--- config.mk ---
export PLATFORM = sky130hd
export DESIGN_NAME = image_scaler_engine
export DESIGN_NICKNAME = d
export VERILOG_FILES = /design/src/rtl/image_scaler_engine_pkg.sv /design/src/rtl/image_scaler_engine_addr_gen.sv /design/src/rtl/image_scaler_engine.sv
export SDC_FILE = /design/constraint.sdc
export NUM_CORES = 1
export LEC_CHECK = 0
export ABC_AREA = 1
export CORE_MARGIN = 3
export CORE_UTILIZATION = 28
export DETAILED_ROUTE_END_ITERATION = 8
export PLACE_DENSITY_LB_ADDON = 0.2
export SYNTH_ARGS = -nofsm -noshare
export SYNTH_HDL_FRONTEND = slang
export SYNTH_SLANG_ARGS = --single-unit
--- constraint.sdc ---
create_clock -name clk -period 9.6 [get_ports clk]
set_clock_uncertainty 0.15 [all_clocks]
set_input_delay 2.4 -clock clk [delete_from_list [all_inputs] [get_ports clk]]
set_output_delay 2.4 -clock clk [all_outputs]
set_load 0.05 [all_outputs]
--- src/rtl/image_scaler_engine_pkg.sv ---
`default_nettype none
// ============================================================================
// Module      : image_scaler_engine_pkg
// Description : Shared constants for the frame scaler: algorithm codes, zoom
//               encodings, FSM state codes and the scale-shift helper.
// Revision    : 1.0  initial release
// ============================================================================
package image_scaler_engine_pkg;

    // Algorithm codes (algorithm input)
    localparam logic [1:0] c_alg_nn    = 2'b00;
    localparam logic [1:0] c_alg_repl  = 2'b01;
    localparam logic [1:0] c_alg_decim = 2'b10;
    localparam logic [1:0] c_alg_avg   = 2'b11;

    // Zoom encodings (zoom_level input)
    localparam logic [2:0] c_zoom_quarter = 3'd0;
    localparam logic [2:0] c_zoom_half    = 3'd1;
    localparam logic [2:0] c_zoom_one     = 3'd2;
    localparam logic [2:0] c_zoom_double  = 3'd3;
    localparam logic [2:0] c_zoom_quad    = 3'd4;
    localparam logic [2:0] c_max_zoom     = 3'd4;

    // FSM state codes
    localparam int unsigned   c_st_w      = 3;
    localparam logic [c_st_w-1:0] c_st_idle   = 3'd0;
    localparam logic [c_st_w-1:0] c_st_fetch  = 3'd1;
    localparam logic [c_st_w-1:0] c_st_drain  = 3'd2;
    localparam logic [c_st_w-1:0] c_st_emit   = 3'd3;
    localparam logic [c_st_w-1:0] c_st_finish = 3'd4;

    // Scale exponent k = |zoom - 1x|; only meaningful for zoom <= c_max_zoom.
    function automatic logic [1:0] zoom_shift(input logic [2:0] zoom);
        logic [2:0] d;
        d = (zoom >= c_zoom_one) ? (zoom - c_zoom_one) : (c_zoom_one - zoom);
        return d[1:0];
    endfunction

endpackage
`default_nettype wire

--- src/rtl/image_scaler_engine_addr_gen.sv ---
`default_nettype none
// ============================================================================
// Module      : image_scaler_engine_addr_gen
// Description : Combinational source-address generator. Maps an output pixel
//               (x,y) plus tap index to a linear ROM address sy*SRC_W+sx.
// Ports       : i_x, i_y       output pixel coordinates
//               i_k            scale exponent (factor F = 1<<k)
//               i_zoom_in      1 when magnifying (coordinates shift down)
//               i_algorithm    scaling algorithm code
//               i_tap          raster tap index inside an averaging block
//               o_rd_addr      ROM address
// Revision    : 1.0  initial release
// ============================================================================
module image_scaler_engine_addr_gen
    import image_scaler_engine_pkg::*;
#(
    parameter int SRC_W = 160,
    parameter int RA_W  = 15,
    parameter int XW    = 10,
    parameter int YW    = 9
)(
    input  logic [XW-1:0]   i_x,
    input  logic [YW-1:0]   i_y,
    input  logic [1:0]      i_k,
    input  logic            i_zoom_in,
    input  logic [1:0]      i_algorithm,
    input  logic [3:0]      i_tap,
    output logic [RA_W-1:0] o_rd_addr
);

    localparam logic [RA_W-1:0] c_src_w = RA_W'(SRC_W);

    logic [XW-1:0]   w_x_dn;
    logic [YW-1:0]   w_y_dn;
    logic [3:0]      w_f;
    logic [RA_W-1:0] w_sx;
    logic [RA_W-1:0] w_sy;
    logic [RA_W-1:0] w_half;
    logic [RA_W-1:0] w_tx;
    logic [RA_W-1:0] w_ty;

    always_comb begin
        w_f    = 4'd1 << i_k;
        w_half = RA_W'(w_f >> 1);
        // Tap index walks the FxF block in raster order.
        w_tx   = RA_W'(i_tap & (w_f - 4'd1));
        w_ty   = RA_W'(i_tap >> i_k);
        w_x_dn = i_x >> i_k;
        w_y_dn = i_y >> i_k;
        if (i_zoom_in) begin
            w_sx = RA_W'(w_x_dn);
            w_sy = RA_W'(w_y_dn);
        end else begin
            // Block top-left; at 1x (k=0) all offsets collapse to zero.
            w_sx = RA_W'(i_x) << i_k;
            w_sy = RA_W'(i_y) << i_k;
            case (i_algorithm)
                c_alg_nn: begin
                    w_sx = w_sx + w_half;
                    w_sy = w_sy + w_half;
                end
                c_alg_avg: begin
                    w_sx = w_sx + w_tx;
                    w_sy = w_sy + w_ty;
                end
                default: ;
            endcase
        end
        o_rd_addr = w_sy * c_src_w + w_sx;
    end

endmodule
`default_nettype wire

--- src/rtl/image_scaler_engine.sv ---
`default_nettype none
// ============================================================================
// Module      : image_scaler_engine
// Description : Frame scaler. Reads a SRC_W x SRC_H frame from ROM and writes
//               the scaled frame (1/4x..4x; NN, replication, decimation,
//               block average) to RAM through a ready/valid write port.
// Ports       : clk, reset (async, active-high)
//               start/algorithm/zoom_level   frame request, cfg latched at start
//               rd_en/rd_addr/rd_data        ROM port, data RD_LAT cycles later
//               wr_valid/wr_ready/wr_addr/wr_data  RAM write port
//               busy/done/cfg_err            status
// Revision    : 1.0  initial release
// ============================================================================
module image_scaler_engine
    import image_scaler_engine_pkg::*;
#(
    parameter int SRC_W  = 160,
    parameter int SRC_H  = 120,
    parameter int PIX_W  = 8,
    parameter int RA_W   = 15,
    parameter int WA_W   = 19,
    parameter int RD_LAT = 1
)(
    input  logic             clk,
    input  logic             reset,
    input  logic             start,
    input  logic [1:0]       algorithm,
    input  logic [2:0]       zoom_level,
    output logic             rd_en,
    output logic [RA_W-1:0]  rd_addr,
    input  logic [PIX_W-1:0] rd_data,
    output logic             wr_valid,
    input  logic             wr_ready,
    output logic [WA_W-1:0]  wr_addr,
    output logic [PIX_W-1:0] wr_data,
    output logic             busy,
    output logic             done,
    output logic             cfg_err
);

    localparam int         c_xw         = $clog2(4 * SRC_W);
    localparam int         c_yw         = $clog2(4 * SRC_H);
    localparam int         c_accw       = PIX_W + 4;
    localparam logic [1:0] c_drain_last = 2'(RD_LAT - 1);

    // Frame configuration, latched at start
    logic [1:0]        r_alg;
    logic [1:0]        r_k;
    logic              r_zoom_in;
    logic [c_xw-1:0]   r_w_out_m1;
    logic [c_yw-1:0]   r_h_out_m1;
    logic [3:0]        r_taps_m1;
    logic [2:0]        r_avg_shift;

    // Progress
    logic [c_st_w-1:0] r_state;
    logic [c_st_w-1:0] w_state_nxt;
    logic [c_xw-1:0]   r_x;
    logic [c_yw-1:0]   r_y;
    logic [3:0]        r_tap;
    logic [1:0]        r_drain;
    logic [RD_LAT-1:0] r_rd_dly;
    logic [c_accw-1:0] r_acc;
    logic [WA_W-1:0]   r_wr_addr;
    logic              r_cfg_err;

    // Start-time configuration decode
    logic [1:0]        w_k;
    logic              w_zin;
    logic              w_is_avg;
    int                w_w_out;
    int                w_h_out;
    logic [c_xw-1:0]   w_w_out_m1;
    logic [c_yw-1:0]   w_h_out_m1;
    logic [3:0]        w_taps_m1;
    logic [2:0]        w_avg_shift;
    logic              w_start_ok;

    logic [RA_W-1:0]   w_src_addr;
    logic              w_last_pix;
    logic              w_handshake;

    always_comb begin
        w_k      = zoom_shift(zoom_level);
        w_zin    = zoom_level > c_zoom_one;
        w_is_avg = !w_zin && (algorithm == c_alg_avg);
        if (w_zin) begin
            w_w_out = SRC_W << w_k;
            w_h_out = SRC_H << w_k;
        end else begin
            w_w_out = SRC_W >> w_k;
            w_h_out = SRC_H >> w_k;
        end
        w_w_out_m1  = c_xw'(w_w_out - 1);
        w_h_out_m1  = c_yw'(w_h_out - 1);
        // Averaging fetches an FxF block (F*F = 1 << 2k taps); all else one tap.
        w_taps_m1   = w_is_avg ? 4'((5'd1 << {w_k, 1'b0}) - 5'd1) : 4'd0;
        w_avg_shift = w_is_avg ? {w_k, 1'b0} : 3'd0;
    end

    assign w_start_ok  = (r_state == c_st_idle) && start && (zoom_level <= c_max_zoom);
    assign w_last_pix  = (r_x == r_w_out_m1) && (r_y == r_h_out_m1);
    assign w_handshake = (r_state == c_st_emit) && wr_ready;

    image_scaler_engine_addr_gen #(
        .SRC_W (SRC_W),
        .RA_W  (RA_W),
        .XW    (c_xw),
        .YW    (c_yw)
    ) u_addr_gen (
        .i_x         (r_x),
        .i_y         (r_y),
        .i_k         (r_k),
        .i_zoom_in   (r_zoom_in),
        .i_algorithm (r_alg),
        .i_tap       (r_tap),
        .o_rd_addr   (w_src_addr)
    );

    // Next-state logic
    always_comb begin
        w_state_nxt = r_state;
        case (r_state)
            c_st_idle:   if (w_start_ok) w_state_nxt = c_st_fetch;
            c_st_fetch:  if (r_tap == r_taps_m1) w_state_nxt = c_st_drain;
            c_st_drain:  if (r_drain == c_drain_last) w_state_nxt = c_st_emit;
            c_st_emit:   if (wr_ready) w_state_nxt = w_last_pix ? c_st_finish : c_st_fetch;
            c_st_finish: w_state_nxt = c_st_idle;
            default:     w_state_nxt = c_st_idle;
        endcase
    end

    // Outputs decode straight from state so an async reset clears them at once.
    assign rd_en    = (r_state == c_st_fetch);
    assign rd_addr  = rd_en ? w_src_addr : '0;
    assign wr_valid = (r_state == c_st_emit);
    assign wr_addr  = r_wr_addr;
    assign wr_data  = PIX_W'(r_acc >> r_avg_shift);
    assign busy     = (r_state == c_st_fetch) || (r_state == c_st_drain) ||
                      (r_state == c_st_emit);
    assign done     = (r_state == c_st_finish);
    assign cfg_err  = r_cfg_err;

    // rd_en delay line: its last stage marks the cycle rd_data carries a tap.
    generate
        if (RD_LAT == 1) begin : g_dly_single
            always_ff @(posedge clk or posedge reset) begin
                if (reset) r_rd_dly <= '0;
                else       r_rd_dly <= rd_en;
            end
        end else begin : g_dly_chain
            always_ff @(posedge clk or posedge reset) begin
                if (reset) r_rd_dly <= '0;
                else       r_rd_dly <= {r_rd_dly[RD_LAT-2:0], rd_en};
            end
        end
    endgenerate

    always_ff @(posedge clk or posedge reset) begin
        if (reset) begin
            r_state     <= c_st_idle;
            r_cfg_err   <= 1'b0;
            r_alg       <= '0;
            r_k         <= '0;
            r_zoom_in   <= 1'b0;
            r_w_out_m1  <= '0;
            r_h_out_m1  <= '0;
            r_taps_m1   <= '0;
            r_avg_shift <= '0;
            r_x         <= '0;
            r_y         <= '0;
            r_tap       <= '0;
            r_drain     <= '0;
            r_acc       <= '0;
            r_wr_addr   <= '0;
        end else begin
            r_state   <= w_state_nxt;
            r_cfg_err <= (r_state == c_st_idle) && start && (zoom_level > c_max_zoom);

            if (r_rd_dly[RD_LAT-1]) begin
                r_acc <= r_acc + c_accw'(rd_data);
            end

            if (w_start_ok) begin
                r_alg       <= algorithm;
                r_k         <= w_k;
                r_zoom_in   <= w_zin;
                r_w_out_m1  <= w_w_out_m1;
                r_h_out_m1  <= w_h_out_m1;
                r_taps_m1   <= w_taps_m1;
                r_avg_shift <= w_avg_shift;
                r_x         <= '0;
                r_y         <= '0;
                r_tap       <= '0;
                r_drain     <= '0;
                r_acc       <= '0;
                r_wr_addr   <= '0;
            end

            if (r_state == c_st_fetch) begin
                r_tap <= (r_tap == r_taps_m1) ? 4'd0 : r_tap + 4'd1;
            end

            if (r_state == c_st_drain) begin
                r_drain <= (r_drain == c_drain_last) ? 2'd0 : r_drain + 2'd1;
            end

            if (w_handshake) begin
                r_acc     <= '0;
                r_wr_addr <= r_wr_addr + WA_W'(1);
                if (r_x == r_w_out_m1) begin
                    r_x <= '0;
                    r_y <= r_y + c_yw'(1);
                end else begin
                    r_x <= r_x + c_xw'(1);
                end
            end
        end
    end

endmodule
`default_nettype wire

==> flow_summary.yaml, run 1 <==
global_route:
  grt_usage_pct: 14.9
  antenna_found_initial: 0
  grt_pass1_vias: 6532
  grt_pass1_wl_um: 34400
  grt-ovfl-total: 0
  grt_start_max_net_pins: 61
placement:
  place_congestion: 0.848
  hpwl_um: 16000
  port_buffers: 63
setup_path:
  ff2ff_path_depth: 9
  worst_setup_path_end_kind: "primary output"
  timing.rr.start: "r_state[1]"
  crit_slowest_cell: "clkdlybuf4s50_1"
  crit_fanout: 18
  critPathMaxStageDelay_ps: 790
  crit_top_cell: "inv_1"
  worstSetupStartpointType: "register"
  cp.arrival_ps: 6110
  r2r-end: "r_acc[3]"
  crit_type: "register to primary output"
  rrSetupSlack_ps: 6740
  cp.required_ps: 7050
clock_tree:
  cts_tree: "yes"
  path_clk_slew_ps: 60
  clock-root-buffer: "clkbuf_16"
  clock-sinks: 88
  cts_resized: 0
  cts_setup_buffers: 0
  cts_buffers: 9
  htree_levels: 3
  cts_buffer_depth: 2
  hold_buffers: 0
  clk-insertion-delay-late_ps: 350
die:
  num_rows: 58
  io_pins: 64
  start_util_pct: 28.7
  core_region_area_mm2: 0.0254
  dieWidth_um: 167
  dieHeight_um: 167
  dieArea_mm2: 0.0280
synthesis:
  synth_flop_cell: "dfrtp_1"
  synth_warnings: 0
  synth_edf_count: 0
  synth_seq_cells: 88
  synth_fp_nets: 1099
  synth_cell_types: 57
  synth_area_mm2: 0.00728
  synthArstFlopShare_pct: 100
  seq_area_frac_synth_pct: 30.2
  syn_inst: 1025
  syn-mean-instance-area_um2: 7.11
drt:
  final_antenna_net_count: 0
  finalWirelength_um: 20900
  via_per_inst: 4.87
  dr.pass1.iters: 5
  wl_met1_um: 10600
  wl_met3_um: 954
  wl_per_cell_um: 14.8
  drt_iter0_drc: 448
  met2_length_um: 9100
  routed.top_layer: "met4"
  num_vias: 6867
  drcViolationCount: 0
sta:
  relSlewSlack_pct: 41.9
  worst_slew_pin_slew_ps: 868
  finalSetupViolations: 0
  rsz0062_at_grt: "no"
  final.period_utilization_pct: 90.2
  finalSetupTns_ps: 0
  drv_slew: 0
  finalCriticalPeriod_ps: 8660
  final_hold_viol_count: 0
  fmax_mhz: 115
min_path:
  hold_path_depth: 1
  hold_path_end: "wr_addr[18]"
  hp-start: "wr_addr[18]"
  min_path_type: "register to register"
layout:
  final_layout_size_suffix_gt1_share_pct: 6.21
  layout_commonest_cell: "nand2_1"
  layout.nets: 1149
  final_cell_mix: "nand2_1, inv_1, o21ai_0, dfrtp_1"
  num_antenna_cells: 0
  syn2layout_area_growth_pct: 17.3
job:
  timing.max_cap.violations: 0
run_status:
  outcome: "finished, final reports clean"
[Yosys cell counts (all sizes together) (2+ instances only)]
cell     number  area share, %
nand2       227             12
inv         129            6.6
o21ai       102            7.2
dfrtp        88             30
nor2         84            4.6
a21oi        80            5.5
nand3        63            4.5
ha           52            8.9
o22ai        25            2.1
xor2         22            2.6
clkbuf       19           0.98
xnor2        17            2.0
nor3         16            1.3
buf          13            1.2
a31oi        10           0.86
nand4        10           0.86
or2          10           0.86
o21a          6           0.62
o221ai        6           0.81
fa            5            1.4
a211oi        4           0.41
a22oi         4           0.41
nor4          4           0.43
o211ai        4           0.41
mux2i         3           0.41
a2111oi       2           0.24
a21o          2           0.21
a221oi        2           0.24
a32o          2           0.27
nor3b         2           0.36
o31ai         2           0.21
o32ai         2           0.24
[worst max-delay path, delay by kind of cell (launching register included)]
family          cells  cell delay [ps]
fa+ha+maj           5             1790
buf+inv             7             1470
compound gates     10             1420
simple gates        4              560
flops               1              520
[registers in the layout (all words and copies together) (netlist names)]
signal       cells
r_alg            2
r_drain          2
r_w_out_m1       9
wr_addr         19
r_rd_dly         1
r_zoom_in        1
r_k              2
r_acc           12
r_h_out_m1       8
r_taps_m1        3
cfg_err          1
r_x             10
r_avg_shift      2
r_state          3
r_tap            4
r_y              9
[how the worst max path moves through the flow]
stage            from           to
3_3_place_gp   r_k[1]  rd_addr[12]
6_report       r_k[1]  rd_addr[12]
3_5_place_dp   r_k[1]  rd_addr[12]
5_1_grt        r_k[1]  rd_addr[14]
2_1_floorplan  r_k[0]  rd_addr[14]
4_1_cts        r_k[1]  rd_addr[12]
[final cells by class]
cell class                      instances  area [um^2]
Clock inverter                          5         81.3
Timing Repair Buffer                   71          688
Inverter                              130          489
Multi-Input combinational cell        775         4440
Fill cell                            2742        16900
Tap cell                              330          413
Clock buffer                           10          229
Sequential cell                        88         2200
[metal layers]
layer / global-route usage (%) / vias to the layer above
met4: 2.77 / 0
met2: 23.1 / 147
met3: 3.16 / 12
met1: 21.7 / 3155
li1: - / 3553
met5: 0 / -
[metrics by stage]
| stage | instance area (um^2) | setup WS, ps | utilization, % | cells | hold slack, ps |
|---|---|---|---|---|---|
| after detailed placement | 8240 | 1320 | 32.4 | 1394 | 317 |
| after global placement | 8240 | 1400 | 32.4 | 1394 | 317 |
| final | 8550 | 939 | 33.6 | 1409 | 329 |
| after CTS | 8550 | 917 | 33.6 | 1409 | 334 |
| after global routing | 8550 | 202 | 33.6 | 1409 | 361 |
| after floorplan | 7280 | 1450 | - | 1025 | 298 |
[cell families (layout without fill, tap and decap cells)]
group	count (synthesis)	after routing	share of synthesized area, %
AO/OA/AOI/OAI	257	257	20.3
XOR/XNOR	39	39	4.69
adder cells (fa/ha/maj)	57	57	10.3
buffers and inverters	162	216	8.83
flip-flops	88	88	30.2
multiplexers	3	3	0.412
other	1	1	0.0515
AND/OR/NAND/NOR	418	418	25.2
Power of run 1 is not shown: default switching activity piles up to over one toggle a cycle in this logic, so the estimate is an artifact.
==> inputs of run 2 (changes only) <==
--- a/config.mk
+++ b/config.mk
@@ -6,7 +6,6 @@
 export NUM_CORES = 1
 export LEC_CHECK = 0
 export ABC_AREA = 1
-export CORE_MARGIN = 3
 export CORE_UTILIZATION = 28
 export DETAILED_ROUTE_END_ITERATION = 8
 export PLACE_DENSITY_LB_ADDON = 0.2
==> run 2 against run 1 <==
Compared with the run above: sequential share of layout area is 0.068 points higher; setup slack better by 82 ps; die area is 4.7% lower; routed wire length fell by 0.84%; first-iteration DRC count fell by 17%; non-clock buffer count shrank 2; via count shrank 0.70%; core utilization hardly changed; clock-buffer cell count is 1 lower; final cell count hardly changed; critical path type unchanged.
==> flow_summary.yaml, run 2 (synthesis gave the netlist of run 1 again) <==
layout:
  fin_cells: 1408
  syn2layout_area_growth_pct: 17.0
  multi_input_area_mm2: 0.00444
  num_antenna_cells: 0
  n_fill_cell: 2761
  layout.nets: 1147
  regArea_mm2: 0.00220
  final_layout_size_suffix_gt1_share_pct: 6.22
  largest_reg_flops: 19
  layout_commonest_cell: "nand2_1"
  final_cell_mix: "nand2_1, inv_1, o21ai_0, dfrtp_1"
die:
  io_pins: 64
  start_util_pct: 28.8
  num_rows: 58
  dieHeight_um: 163
  dieArea_mm2: 0.0267
  dieWidth_um: 163
  core_region_area_mm2: 0.0253
sta:
  final_hold_viol_count: 0
  rsz0062_at_grt: "no"
  drv_slew: 0
  finalSetupViolations: 0
  fmax_mhz: 117
  worst_slew_pin_slew_ps: 937
  finalSetupTns_ps: 0
  relSlewSlack_pct: 36.7
  final.period_utilization_pct: 89.4
  finalCriticalPeriod_ps: 8580
setup_path:
  crit_end: "rd_addr[12]"
  r2r-end: "r_acc[3]"
  crit_start: "r_k[0]"
  critPathMaxStageDelay_ps: 790
  ff2ff_path_depth: 9
  cp_top_family: "adder cells"
  crit_type: "register to primary output"
  cp.required_ps: 7050
  crit_slowest_cell: "clkdlybuf4s50_1"
  cp.arrival_ps: 6030
  crit_fanout: 19
  cp_num_cells: 26
  timing.rr.start: "r_state[1]"
  crit_top_cell: "inv_1"
  worst_setup_path_end_kind: "primary output"
  worstSetupStartpointType: "register"
  critical_path_buf_inv_count: 7
  rrSetupSlack_ps: 6740
global_route:
  grt_usage_pct: 16.2
  antenna_found_initial: 0
  grt_pass1_vias: 6556
  grt-ovfl-total: 0
  grt_pass1_wl_um: 34500
  grt_start_max_net_pins: 61
job:
  timing.max_cap.violations: 0
clock_tree:
  cts_resized: 0
  htree_levels: 3
  clock-root-buffer: "clkbuf_16"
  clk-insertion-delay-late_ps: 360
  path_clk_slew_ps: 70
  cts_tree: "yes"
  clock-sinks: 88
  cts_buffer_depth: 2
  cts_buffers: 9
  hold_buffers: 0
  cts_setup_buffers: 0
drt:
  drt_iter0_drc: 374
  via_per_inst: 4.84
  dr.pass1.iters: 5
  drcViolationCount: 0
  num_vias: 6819
  wl_per_cell_um: 14.7
  final_antenna_net_count: 0
  finalWirelength_um: 20700
run_status:
  outcome: "finished, final reports clean"
placement:
  port_buffers: 63
  place_congestion: 0.860
  hpwl_um: 16000
  dpl.cell_count: 1392
min_path:
  min_path_type: "register to register"
  hp-start: "r_w_out_m1[1]"
run 2: cell count changes in the layout (fill, tap and decap cells not counted):
cell / delta
buf_4: -2
bufinv_16: -1
clkbuf_1: -1
clkinv_2: +1
clkinv_4: +2
clkinvlp_4: -1
inv_8: +1
run 2: how the worst min path moves through the flow:
stage,cells past startpoint,endpoint
after floorplan,2,r_w_out_m1[1]
after global placement,1,wr_addr[18]
after detailed placement,2,r_w_out_m1[1]
after CTS,2,r_w_out_m1[1]
after global routing,1,wr_addr[10]
final,2,r_w_out_m1[1]
run 2: final cells by class:
class	count	area share, %
Timing Repair Buffer	69	7.90
Tap cell	330	4.84
Clock inverter	7	0.910
Multi-Input combinational cell	775	52.1
Inverter	130	5.74
Clock buffer	9	2.64
Sequential cell	88	25.8
run 2: worst reg2reg max path: stages (launching register included):
cell	delay, ps
dfrtp_1	430
inv_1	150
nor3_4	70
nand2_2	240
inv_2	210
nor2_4	340
inv_1	290
nor2_1	420
inv_1	200
o32ai_1	260
run 2: stage by stage:
| step | hold slack, ps | util, % | area [um^2] | setup slack (ps) |
|---|---|---|---|---|
| finish | 333 | 33.7 | 8520 | 1020 |
| global route | 367 | 33.7 | 8520 | 535 |
| CTS | 338 | 33.7 | 8520 | 1030 |
| detailed placement | 323 | 32.5 | 8220 | 1450 |
| global placement | 317 | 32.5 | 8220 | 1520 |
| floorplan | 298 | - | 7280 | 1450 |
run 2: metal layers:
layer,track usage [%],vias up,wire (um)
met3,2.77,21,783
met1,22.9,3130,10400
li1,-,3544,-
met4,4.84,0,359
met2,25.1,124,9150
met5,0,-,0
Power of run 2 is left out for the same reason.
==> inputs of run 3 (changes only) <==
--- a/config.mk
+++ b/config.mk
@@ -7,6 +7,7 @@
 export LEC_CHECK = 0
 export ABC_AREA = 1
 export CORE_UTILIZATION = 28
+export CTS_CLUSTER_SIZE = 10
 export DETAILED_ROUTE_END_ITERATION = 8
 export PLACE_DENSITY_LB_ADDON = 0.2
 export SYNTH_ARGS = -nofsm -noshare
==> results of run 3 <==
The final DEF is identical to that of run 2; final timing and power are the same.
Power of run 3 is left out for the same reason.
